===== src/rtl/text_line_ctrl.sv =====
// Text line controller: buffers a short message of glyph codes and, per pixel,
// tells a shared glyph renderer which glyph (if any) covers the current pixel,
// with optional frame-based blinking. All outputs are registered (1-cycle latency).
module text_line_ctrl #(
  parameter int PITCH        = 32,
  parameter int CHAR_H       = 40,
  parameter int MAX_CHARS    = 8,
  parameter int BLINK_FRAMES = 30
) (
  input  logic       clk,
  input  logic       rst_n,
  input  logic [9:0] x,
  input  logic [9:0] y,
  input  logic       frame_tick,
  input  logic [9:0] base_x,
  input  logic [9:0] base_y,
  input  logic       blink_en,
  input  logic       msg_clear,
  input  logic       load_valid,
  input  logic [4:0] load_code,
  input  logic       load_last,
  output logic       load_ready,
  output logic [9:0] glyph_start_x,
  output logic [9:0] glyph_start_y,
  output logic [4:0] glyph_code,
  output logic       glyph_en,
  output logic [9:0] pix_x,
  output logic [9:0] pix_y,
  output logic [3:0] msg_len
);

  localparam int SHIFT = $clog2(PITCH);
  localparam int IDX_W = (MAX_CHARS > 1) ? $clog2(MAX_CHARS) : 1;
  localparam int CNT_W = (BLINK_FRAMES > 1) ? $clog2(BLINK_FRAMES) : 1;

  typedef enum logic [2:0] {IDLE, LOAD, WAIT_FRAME, SHOW, HIDE} state_t;

  state_t             state, state_next;
  logic [CNT_W-1:0]   blink_cnt, blink_cnt_next;
  logic [3:0]         wr_ptr;
  logic [4:0]         msg_buf [MAX_CHARS];

  logic               ready_int;
  logic               show_active;
  logic               accept;
  logic               last_beat;

  logic [10:0]        dx;
  logic [10:0]        slot;
  logic [10:0]        origin;
  logic               hit;
  logic               vis;

  assign accept    = load_valid && load_ready;
  // The final slot closes the message even without load_last.
  assign last_beat = load_last || (wr_ptr == 4'(MAX_CHARS - 1));

  // State and blink counter registers.
  always_ff @(posedge clk or negedge rst_n) begin
    if (!rst_n) begin
      state     <= IDLE;
      blink_cnt <= '0;
    end else begin
      state     <= state_next;
      blink_cnt <= blink_cnt_next;
    end
  end

  // Next-state logic; msg_clear overrides every other transition.
  always_comb begin
    state_next     = state;
    blink_cnt_next = blink_cnt;
    case (state)
      IDLE, LOAD: begin
        if (accept) begin
          state_next     = last_beat ? WAIT_FRAME : LOAD;
          blink_cnt_next = '0;
        end
      end
      WAIT_FRAME: begin
        if (frame_tick) begin
          state_next     = SHOW;
          blink_cnt_next = '0;
        end
      end
      SHOW: begin
        if (!blink_en) begin
          blink_cnt_next = '0;
        end else if (frame_tick) begin
          if (blink_cnt == CNT_W'(BLINK_FRAMES - 1)) begin
            state_next     = HIDE;
            blink_cnt_next = '0;
          end else begin
            blink_cnt_next = blink_cnt + 1'b1;
          end
        end
      end
      HIDE: begin
        if (frame_tick) begin
          if (!blink_en || (blink_cnt == CNT_W'(BLINK_FRAMES - 1))) begin
            state_next     = SHOW;
            blink_cnt_next = '0;
          end else begin
            blink_cnt_next = blink_cnt + 1'b1;
          end
        end
      end
      default: begin
        state_next     = IDLE;
        blink_cnt_next = '0;
      end
    endcase
    if (msg_clear) begin
      state_next     = IDLE;
      blink_cnt_next = '0;
    end
  end

  // State-decoded controls: ready while accepting, display while showing.
  always_comb begin
    ready_int   = 1'b0;
    show_active = 1'b0;
    case (state)
      IDLE, LOAD: ready_int   = 1'b1;
      SHOW:       show_active = 1'b1;
      default:    ;
    endcase
  end

  // Ready is held low while reset is asserted.
  assign load_ready = ready_int && rst_n;
  assign msg_len    = wr_ptr;

  // Write pointer doubles as the stored message length.
  always_ff @(posedge clk or negedge rst_n) begin
    if (!rst_n) begin
      wr_ptr <= '0;
    end else if (msg_clear) begin
      wr_ptr <= '0;
    end else if (accept) begin
      wr_ptr <= wr_ptr + 4'd1;
    end
  end

  // Message buffer; contents need no reset since msg_len gates every read.
  always_ff @(posedge clk) begin
    if (accept && !msg_clear) begin
      msg_buf[wr_ptr[IDX_W-1:0]] <= load_code;
    end
  end

  // Pixel-to-slot mapping in 11 bits so origins past the right edge are caught.
  always_comb begin
    dx     = {1'b0, x} - {1'b0, base_x};
    slot   = dx >> SHIFT;
    origin = {1'b0, base_x} + (slot << SHIFT);
    hit    = (x >= base_x)
          && (slot < {7'd0, wr_ptr})
          && ({1'b0, y} >= {1'b0, base_y})
          && ({1'b0, y} < ({1'b0, base_y} + 11'(CHAR_H)))
          && (origin <= 11'd1023);
    vis    = hit && show_active;
  end

  // Registered renderer outputs; glyph fields read as 0 whenever not enabled.
  always_ff @(posedge clk or negedge rst_n) begin
    if (!rst_n) begin
      glyph_en      <= 1'b0;
      glyph_start_x <= '0;
      glyph_start_y <= '0;
      glyph_code    <= '0;
      pix_x         <= '0;
      pix_y         <= '0;
    end else begin
      glyph_en      <= vis;
      glyph_start_x <= vis ? origin[9:0] : 10'd0;
      glyph_start_y <= vis ? base_y : 10'd0;
      glyph_code    <= vis ? msg_buf[slot[IDX_W-1:0]] : 5'd0;
      pix_x         <= x;
      pix_y         <= y;
    end
  end

endmodule


===== config.mk =====
export PLATFORM = sky130hd
export DESIGN_NAME = text_line_ctrl
export DESIGN_NICKNAME = d
export VERILOG_FILES = /design/src/rtl/text_line_ctrl.sv
export SDC_FILE = /design/constraint.sdc
export NUM_CORES = 1
export LEC_CHECK = 0
export CORE_MARGIN = 5
export CORE_UTILIZATION = 44
export DETAILED_ROUTE_END_ITERATION = 16
export PLACE_DENSITY = 0.83
export REMOVE_ABC_BUFFERS = 1
export SLEW_MARGIN = 30
export SYNTH_ARGS = -nofsm -noshare
export SYNTH_HDL_FRONTEND = slang
export SYNTH_SLANG_ARGS = --single-unit
export TNS_END_PERCENT = 1

===== constraint.sdc =====
create_clock -name clk -period 4.4 [get_ports clk]
set_input_delay 0.88 -clock clk [delete_from_list [all_inputs] [get_ports clk]]
set_output_delay 0.88 -clock clk [all_outputs]
set_load 0.01 [all_outputs]

Yosys cells after proc, flatten, opt, wreduce, memory -nomap -nowiden:

Memories as Yosys holds them, arrays and structs flattened.
Cells that the tools add are included.

* register bits: 58
* RAM bits: 40
* input bits: 52
* output and inout bits: 51
* logic and storage cells: 79
* memories kept: 1

Memories
* msg_buf: depth 8, bits a word 5, read ports 1, clocked after memory_dff 0, wr ports 1, line 41 `logic [4:0] msg_buf [MAX_CHARS];`

* add/sub/neg operators: 5
* order comparisons: 5
* equal/unequal tests: 14
* muxes and demuxes: 28
* reduce and logical (&&, ||, !) cells: 17

Operator list (number)
* 2-to-1 mux 5 bit: 9
* 2-to-1 mux 3 bit: 8
* inequality test 3 bit (second input constant): 7
* >= comparator 10 bit: 2
* 2-to-1 mux 10 bit: 2
* case mux 5 bit (4 select lines): 1
* case mux 3 bit (4 select lines): 1
* adder 10 x 11 -> 11 bit: 1
* adder 10 x 6 -> 11 bit (second input constant): 1
* <= comparator 11 x 10 -> 1 bit (second input constant): 1
* less-than comparator 10 x 11 -> 1 bit: 1
* subtractor 10 x 10 -> 11 bit: 1
* logical AND 1 bit: 8
* 2-to-1 mux 4 bit: 2
* AND reduction 7 bit: 1
* equality test 3 x 2 -> 1 bit (second input constant): 2
* less-than comparator 6 x 4 -> 1 bit: 1
* adder 5 x 1 -> 5 bit (second input constant): 1
* equality test 5 bit (second input constant): 1
* adder 4 x 1 -> 4 bit (second input constant): 1
* equality test 4 x 3 -> 1 bit (second input constant): 1
* 2-to-1 mux 1 bit: 4
* inequality test 4 bit (second input constant): 1
* AND reduction 4 bit: 1
* 8 further kinds: 10

Longest topological paths before layout:

Gate-level depths: netlist of run 1.

* depth after elaboration: 8
* depth in mapped cells: 17

Worst setup path before layout of run 1:

OpenSTA, ideal clock, no wires.

* kind: input -> register
* from: input port base_x[5]
* to: register glyph_start_x[4]
* arrival: 3993 ps
* setup slack: 341 ps
* stages: 17
* buffers on the path: 2
* path through: inv_1 ha_1 and3_4 o2111ai_2 nand2_1 a41o_1 clkbuf_1 inv_1 ha_1 a21o_1 a21oi_1 nor2b_1 o21ai_0 nand2_1 nor4_2 clkbuf_1 and3_1

* longest elaborated chain between the ends: 8
* elaborated cells between the ends (all ways): 11
* those cells by class: add/sub (2); order compare (3); mux (1); reduce/logical (5)

RTL lines
* start: declaration: line 15 `input logic [9:0] base_x,`
* parallel branches: the longest is 5 deep, another holds subtractor 10 x 10 -> 11 bit
* logical AND 1 bit (*): line 161 `&& (origin <= 11'd1023);`
* logical AND 1 bit (*): line 162 `vis = hit && show_active;`
* 2-to-1 mux 10 bit (*): line 176 `glyph_start_x <= vis ? origin[9:0] : 10'd0;`
* end signal: assignment: line 176
* end: declaration: line 23 `output logic [9:0] glyph_start_x,`

Every way passes the cells marked *.
A chain may end at the register's enable or synchronous reset.

Worst setup path after layout of run 1:

* from: input port base_x[5]
* to: register glyph_start_x[0]

The elaborated chain is that of the path after synthesis.

==> out/summary.txt, run 1 <==
Worst Tran Pin Value - 882 ps
Leak - 2.71 nW
Syn Area/Cell - 12.5 sq um
WHS - 540 ps
Post-synth EDFFs - 40
placed inst area - 0.00599 sq mm
crit path launch type - input pin
# fillers - 860
Final Cell Area - 0.00618 sq mm
# placed instances - 624
largest net degree at the start of global routing - 59
IO Pins - 103
Final period util - 90.5%
# setup viols final - 0
total gr overflow - 0
fin crit period - 3980 ps
layout cells sized above 1 - 9.00%
pre-CTS setup slack - 55.5 ps
WP data arrival - 4290 ps
Rel. slew slack - 40.7%
DR iter-0 viols - 146
WL/cell - 16.6 um
Antenna Cells - 0
Via density - 5.35
Top FF cell, synth - dfrtp_1
DR pass1 iterations - 7
final worst setup slack - 420 ps
commonest non-fill, non-tap cell in the layout - clkdlybuf4s50_1
Final Skew - 14.6 ps
commonest non-fill, non-tap cells in the layout - clkdlybuf4s50_1, dfrtp_1, edfxtp_1
initial antenna violation count - 0
Root Driver - clkbuf_8
Post-CTS Setup Repair Bufs - 0
synthesis warning total - 0
core area - 0.0107 sq mm
Cell Count, Final, Fillers Out - 640
Seq/Total Area, Yosys - 55.7%
area of the multi-input gates - 0.00194 sq mm
area grow syn2layout - 29.8%
Skew-Pair Late Insertion Delay - 380 ps
port bufs - 102
RePlAce Congestion - 0.803
max cap viols - 0
Hold Crit Class - reg -> reg
Slew Viols, Final - 0
initial core utilization - 44.3%
Tot GR Track Use - 16.8%
#FFs+latches synth - 98
final wirelength - 10,600 um
setup tns final - 0 ps
Register Area - 0.00265 sq mm
post-CTS resize count - 0
clock transition at the registers of the reported paths - 90 ps
Die W - 114 um
Die Span Y - 114 um
worst-path maximum fanout - 20
Req. time, crit path - 4710 ps
Num Clock Sinks - 98
RSZ-0062 raised after global routing - false
die area - 0.0130 sq mm
vias in the first global route - 3,521
Routed Antenna Nets - 0
Worst Path Class, Setup - in -> reg
CTS tree - yes
H-tree depth - 3
Power per Cell Area - 335 mW/mm^2
TritonCTS Buffers - 9
Post-Synthesis Cells - 382
first-pass GRT wire length - 17,100 um
drc violations - 0
Netlist cell types - 51
Site Rows - 38
max frequency - 251 MHz
Max clock buf depth - 2
Crit. End Element - register
FFs w/ async S/R, synth - 59.2%
Hold Fails Final Rpt - 0
via count - 3,426
NumNets Final - 587
Netlist Area Pre-Place - 0.00476 sq mm
hpwl dp - 8190 um
status - finished, final reports clean
# hold bufs at CTS - 0
worst vdd ir - 0.161 mV
==> routing by layer <==
layer	global-route usage (%)	share of wire, %	up-vias
li1	-	-	1616
met1	20.6	42	1675
met2	28.7	50	119
met3	3.66	6.4	16
met4	6.73	1.9	0
met5	0	0	-
==> where the power goes <==
part	leakage [nW]	total, mW	internal [mW]	switching (mW)
combinational	1.50	0.494	0.252	0.243
sequential	1.12	1.01	0.980	0.0334
clock	0.0958	0.561	0.232	0.329
total	2.71	2.07	1.46	0.605
==> through the flow <==
stage	utilization, %	power (mW)
6_report	57.5	2.07
5_1_grt	57.5	2.17
4_1_cts	57.5	2.08
3_5_place_dp	55.7	1.53
3_3_place_gp	55.7	1.50
2_1_floorplan	-	1.33
==> worst max-delay path: stages <==
cell and delay, ps:
clkdlybuf4s50_1 480, inv_1 50, ha_1 370, and3_4 220, o2111ai_2 140, nand3b_2 120
xor2_1 260, ha_1 300, a21o_1 160, a2111oi_0 390, nand2_1 160, nor4_4 310
buf_4 250, and3_1 180
==> cell type report <==
| cell class | count | share of cell area, % |
|---|---|---|
| tap | 140 | 2.83 |
| clock buffer | 10 | 2.23 |
| sequential | 98 | 42.9 |
| clock inverter | 6 | 0.870 |
| timing repair buffer | 112 | 17.7 |
| inverter | 34 | 2.06 |
| multi-input combinational | 240 | 31.4 |
==> kinds of logic after synthesis <==
kind of cell	count (synthesis)	share of synthesized area, %
adder cells (fa/ha/maj)	40	10.7
AND/OR/NAND/NOR	106	11.8
flip-flops	98	55.7
multiplexers	17	6.75
buffers and inverters	44	3.68
XOR/XNOR	15	2.76
AO/OA/AOI/OAI	62	8.62
==> sequential cells by signal, summed over array words and instances, names as in the netlist, 3 cells and up <==
signal         flops
pix_y             10
glyph_start_y     10
msg_buf           40
glyph_start_x     10
msg_len            4
glyph_code         5
state              3
pix_x             10
blink_cnt          5
==> cells in the mapped netlist (8+ instances only) <==
master    instances  area share (%)
inv_1            34             2.7
o21ai_0          18             1.9
edfxtp_1         40              25
nand2_1          19             1.5
nor3_1            9            0.95
nor2_1           22             1.7
and3_1           25             3.3
nand3_1           9            0.95
a21oi_1          12             1.3
xnor2_1          12             2.2
dfrtp_1          58              30
ha_1             39              10
a21o_1            8             1.3
==> worst paths after layout <==
kind,cells past startpoint,startpoint,to,slack (ps)
max reg2reg,8,msg_len[2],glyph_start_x[0],1860
min,2,blink_cnt[4],blink_cnt[4],540
max,14,base_x[5],glyph_start_x[0],420
min in group asynchronous,2,rst_n,glyph_code[4],750
min reg2reg,2,blink_cnt[4],blink_cnt[4],540
max in group asynchronous,2,rst_n,blink_cnt[0],3180
Note: power is estimated with default switching activity, not from simulation.
==> run 2, diff against run 1 <==
--- a/config.mk
+++ b/config.mk
@@ -5,10 +5,12 @@
 export SDC_FILE = /design/constraint.sdc
 export NUM_CORES = 1
 export LEC_CHECK = 0
+export CELL_PAD_IN_SITES_DETAIL_PLACEMENT = 0
+export CELL_PAD_IN_SITES_GLOBAL_PLACEMENT = 2
 export CORE_MARGIN = 5
-export CORE_UTILIZATION = 44
+export CORE_UTILIZATION = 36
 export DETAILED_ROUTE_END_ITERATION = 16
-export PLACE_DENSITY = 0.83
+export PLACE_DENSITY = 0.95
 export REMOVE_ABC_BUFFERS = 1
 export SLEW_MARGIN = 30
 export SYNTH_ARGS = -nofsm -noshare
==> out/summary.txt, run 2 (synthesis results as in run 1) <==
clock transition at the registers of the reported paths - 70 ps (was 90 ps)
RSZ-0062 raised after global routing - false (unchanged)
pre-CTS setup slack - -62.2 ps (was 55.5 ps)
total gr overflow - 0 (unchanged)
drc violations - 0 (unchanged)
Cell Chain, Critical Path - clkdlybuf4s50_1 -> inv_1 -> ha_1 -> and3_4 -> o2111ai_2 -> nand3b_2 -> xor2_1 -> buf_4 -> ha_1 -> a21oi_1 -> nor2b_1 -> o21ai_0 -> nand2_1 -> nor4_4 -> buf_12 -> and3_1 (was clkdlybuf4s50_1 -> inv_1 -> ha_1 -> and3_4 -> o2111ai_2 -> nand3b_2 -> xor2_1 -> ha_1 -> a21o_1 -> a2111oi_0 -> nand2_1 -> nor4_4 -> buf_4 -> and3_1)
initial antenna violation count - 0 (unchanged)
Max clock buf depth - 2 (unchanged)
commonest non-fill, non-tap cell in the layout - clkdlybuf4s50_1 (unchanged)
Slew Viols, Final - 0 (unchanged)
vias in the first global route - 3,413 (was 3,521)
RePlAce Congestion - 0.787 (was 0.803)
Cell Count, Final, Fillers Out - 677 (was 640)
final wirelength - 10,700 um (was 10,600 um)
final core utilization - 48.4% (was 57.5%)
final worst setup slack - 349 ps (was 420 ps)
worst-path maximum fanout - 20 (unchanged)
crit path launch type - input pin (unchanged)
Crit. End Element - register (unchanged)
# hold bufs at CTS - 0 (unchanged)
initial core utilization - 36.4% (was 44.3%)
die area - 0.0156 sq mm (was 0.0130 sq mm)
CP Buf/Inv Count - 4 (was 3)
max frequency - 247 MHz (was 251 MHz)
cell repeated most along the worst path - ha_1 (unchanged)
max cap viols - 0 (unchanged)
CTS tree - yes (unchanged)
Routed Antenna Nets - 0 (unchanged)
Tot GR Track Use - 14.2% (was 16.8%)
Final period util - 92.1% (was 90.5%)
Die W - 125 um (was 114 um)
Power per Cell Area - 355 mW/mm^2 (was 335 mW/mm^2)
area grow syn2layout - 33.0% (was 29.8%)
layout cells sized above 1 - 8.98% (was 9.00%)
Die Span Y - 125 um (was 114 um)
status - finished, final reports clean (unchanged)
core area - 0.0131 sq mm (was 0.0107 sq mm)
setup tns final - 0 ps (unchanged)
WP data arrival - 4330 ps (was 4290 ps)
# setup viols final - 0 (unchanged)
NumNets Final - 588 (was 587)
DR iter-0 viols - 175 (was 146)
Max stage delay on crit path - 480 ps (about the same)
fin crit period - 4050 ps (was 3980 ps)
WHS - 541 ps (was 540 ps)
via count - 3,277 (was 3,426)
number of flip-flops in the largest register - 40 (unchanged)
largest delay contributor family on the critical path - simple AND/OR/NAND/NOR gates (unchanged)
Hold Crit Class - reg -> reg (unchanged)
Hold Fails Final Rpt - 0 (unchanged)
Rel. slew slack - 35.8% (was 40.7%)
Num Clock Sinks - 98 (unchanged)
Skew-Pair Late Insertion Delay - 350 ps (was 380 ps)
Req. time, crit path - 4680 ps (was 4710 ps)
worst vdd ir - 0.175 mV (was 0.161 mV)
largest net degree at the start of global routing - 59 (unchanged)
first-pass GRT wire length - 17,700 um (was 17,100 um)
DR pass1 iterations - 4 (was 7)
Worst Tran Pin Value - 956 ps (was 882 ps)
Site Rows - 42 (was 38)
Leak - 2.76 nW (was 2.71 nW)
Final Skew - 6.53 ps (was 14.6 ps)
Post-CTS Setup Repair Bufs - 0 (unchanged)
# placed instances - 661 (was 624)
IO Pins - 103 (unchanged)
Worst Path Class, Setup - in -> reg (unchanged)
WL/cell - 15.8 um (was 16.6 um)
Root Driver - clkbuf_16 (was clkbuf_8)
CP max stage cell - clkdlybuf4s50_1 (unchanged)
TritonCTS Buffers - 9 (unchanged)
H-tree depth - 3 (unchanged)
port bufs - 102 (unchanged)
Antenna Cells - 0 (unchanged)
post-CTS resize count - 0 (unchanged)
commonest non-fill, non-tap cells in the layout - clkdlybuf4s50_1, dfrtp_1, edfxtp_1 (unchanged)
Via density - 4.84 (was 5.35)
hpwl dp - 8170 um (was 8190 um)
==> run 2: changes by cell type in the layout (fill, tap and decap cells not counted) <==
cell	change
clkinv_4	-1
clkinv_2	+1
clkbuf_8	-10
buf_12	+1
clkbuf_16	+9
clkinvlp_4	+1
clkbuf_1	+1
inv_6	-1
==> run 2: final timing paths <==
path	start	cells after the start	slack [ps]	endpoint
min in group asynchronous	rst_n	2	810	glyph_code[3]
setup reg to reg	msg_len[2]	8	1890	glyph_start_y[7]
hold reg to reg	blink_cnt[1]	2	540	blink_cnt[1]
hold / removal	blink_cnt[1]	2	540	blink_cnt[1]
max in group asynchronous	rst_n	2	3120	msg_len[3]
setup / recovery	base_x[5]	16	350	glyph_start_y[7]
==> run 2: cell type report <==
class	count	area (sq um)
Tap cell	176	220
Inverter	34	128
Multi-Input combinational cell	240	1940
Timing Repair Buffer	113	1110
Clock buffer	10	229
Clock inverter	6	48.8
Fill cell	1124	6750
Sequential cell	98	2650
==> run 2: report_power, final <==
group          switching, mW  internal [mW]  total, mW
Combinational          0.241          0.253      0.494
Sequential            0.0338          0.980       1.01
Clock                  0.350          0.390      0.740
Total                  0.624           1.62       2.25
==> run 2: metrics by stage <==
step | area [sq um] | total power, mW
5_1_grt | 6330 | 2.38
3_3_place_gp | 6050 | 1.52
6_report | 6330 | 2.25
3_5_place_dp | 6050 | 1.53
2_1_floorplan | 4710 | 1.33
4_1_cts | 6330 | 2.27
==> run 2: worst reg2reg max path: stages (launching register included) <==
cell and delay (ps):
dfrtp_1 470, inv_1 150, ha_1 340, a21o_1 180, a2111oi_0 410, nand2_1 150
nor4_4 390, buf_12 190, and3_1 170
==> run 2: metal layers <==
| layer | part of all wire, % | GRT usage, % |
|---|---|---|
| met5 | 0 | 0 |
| met4 | 1.3 | 4.21 |
| met3 | 5.0 | 4.01 |
| met2 | 48 | 23.6 |
| met1 | 46 | 18.3 |
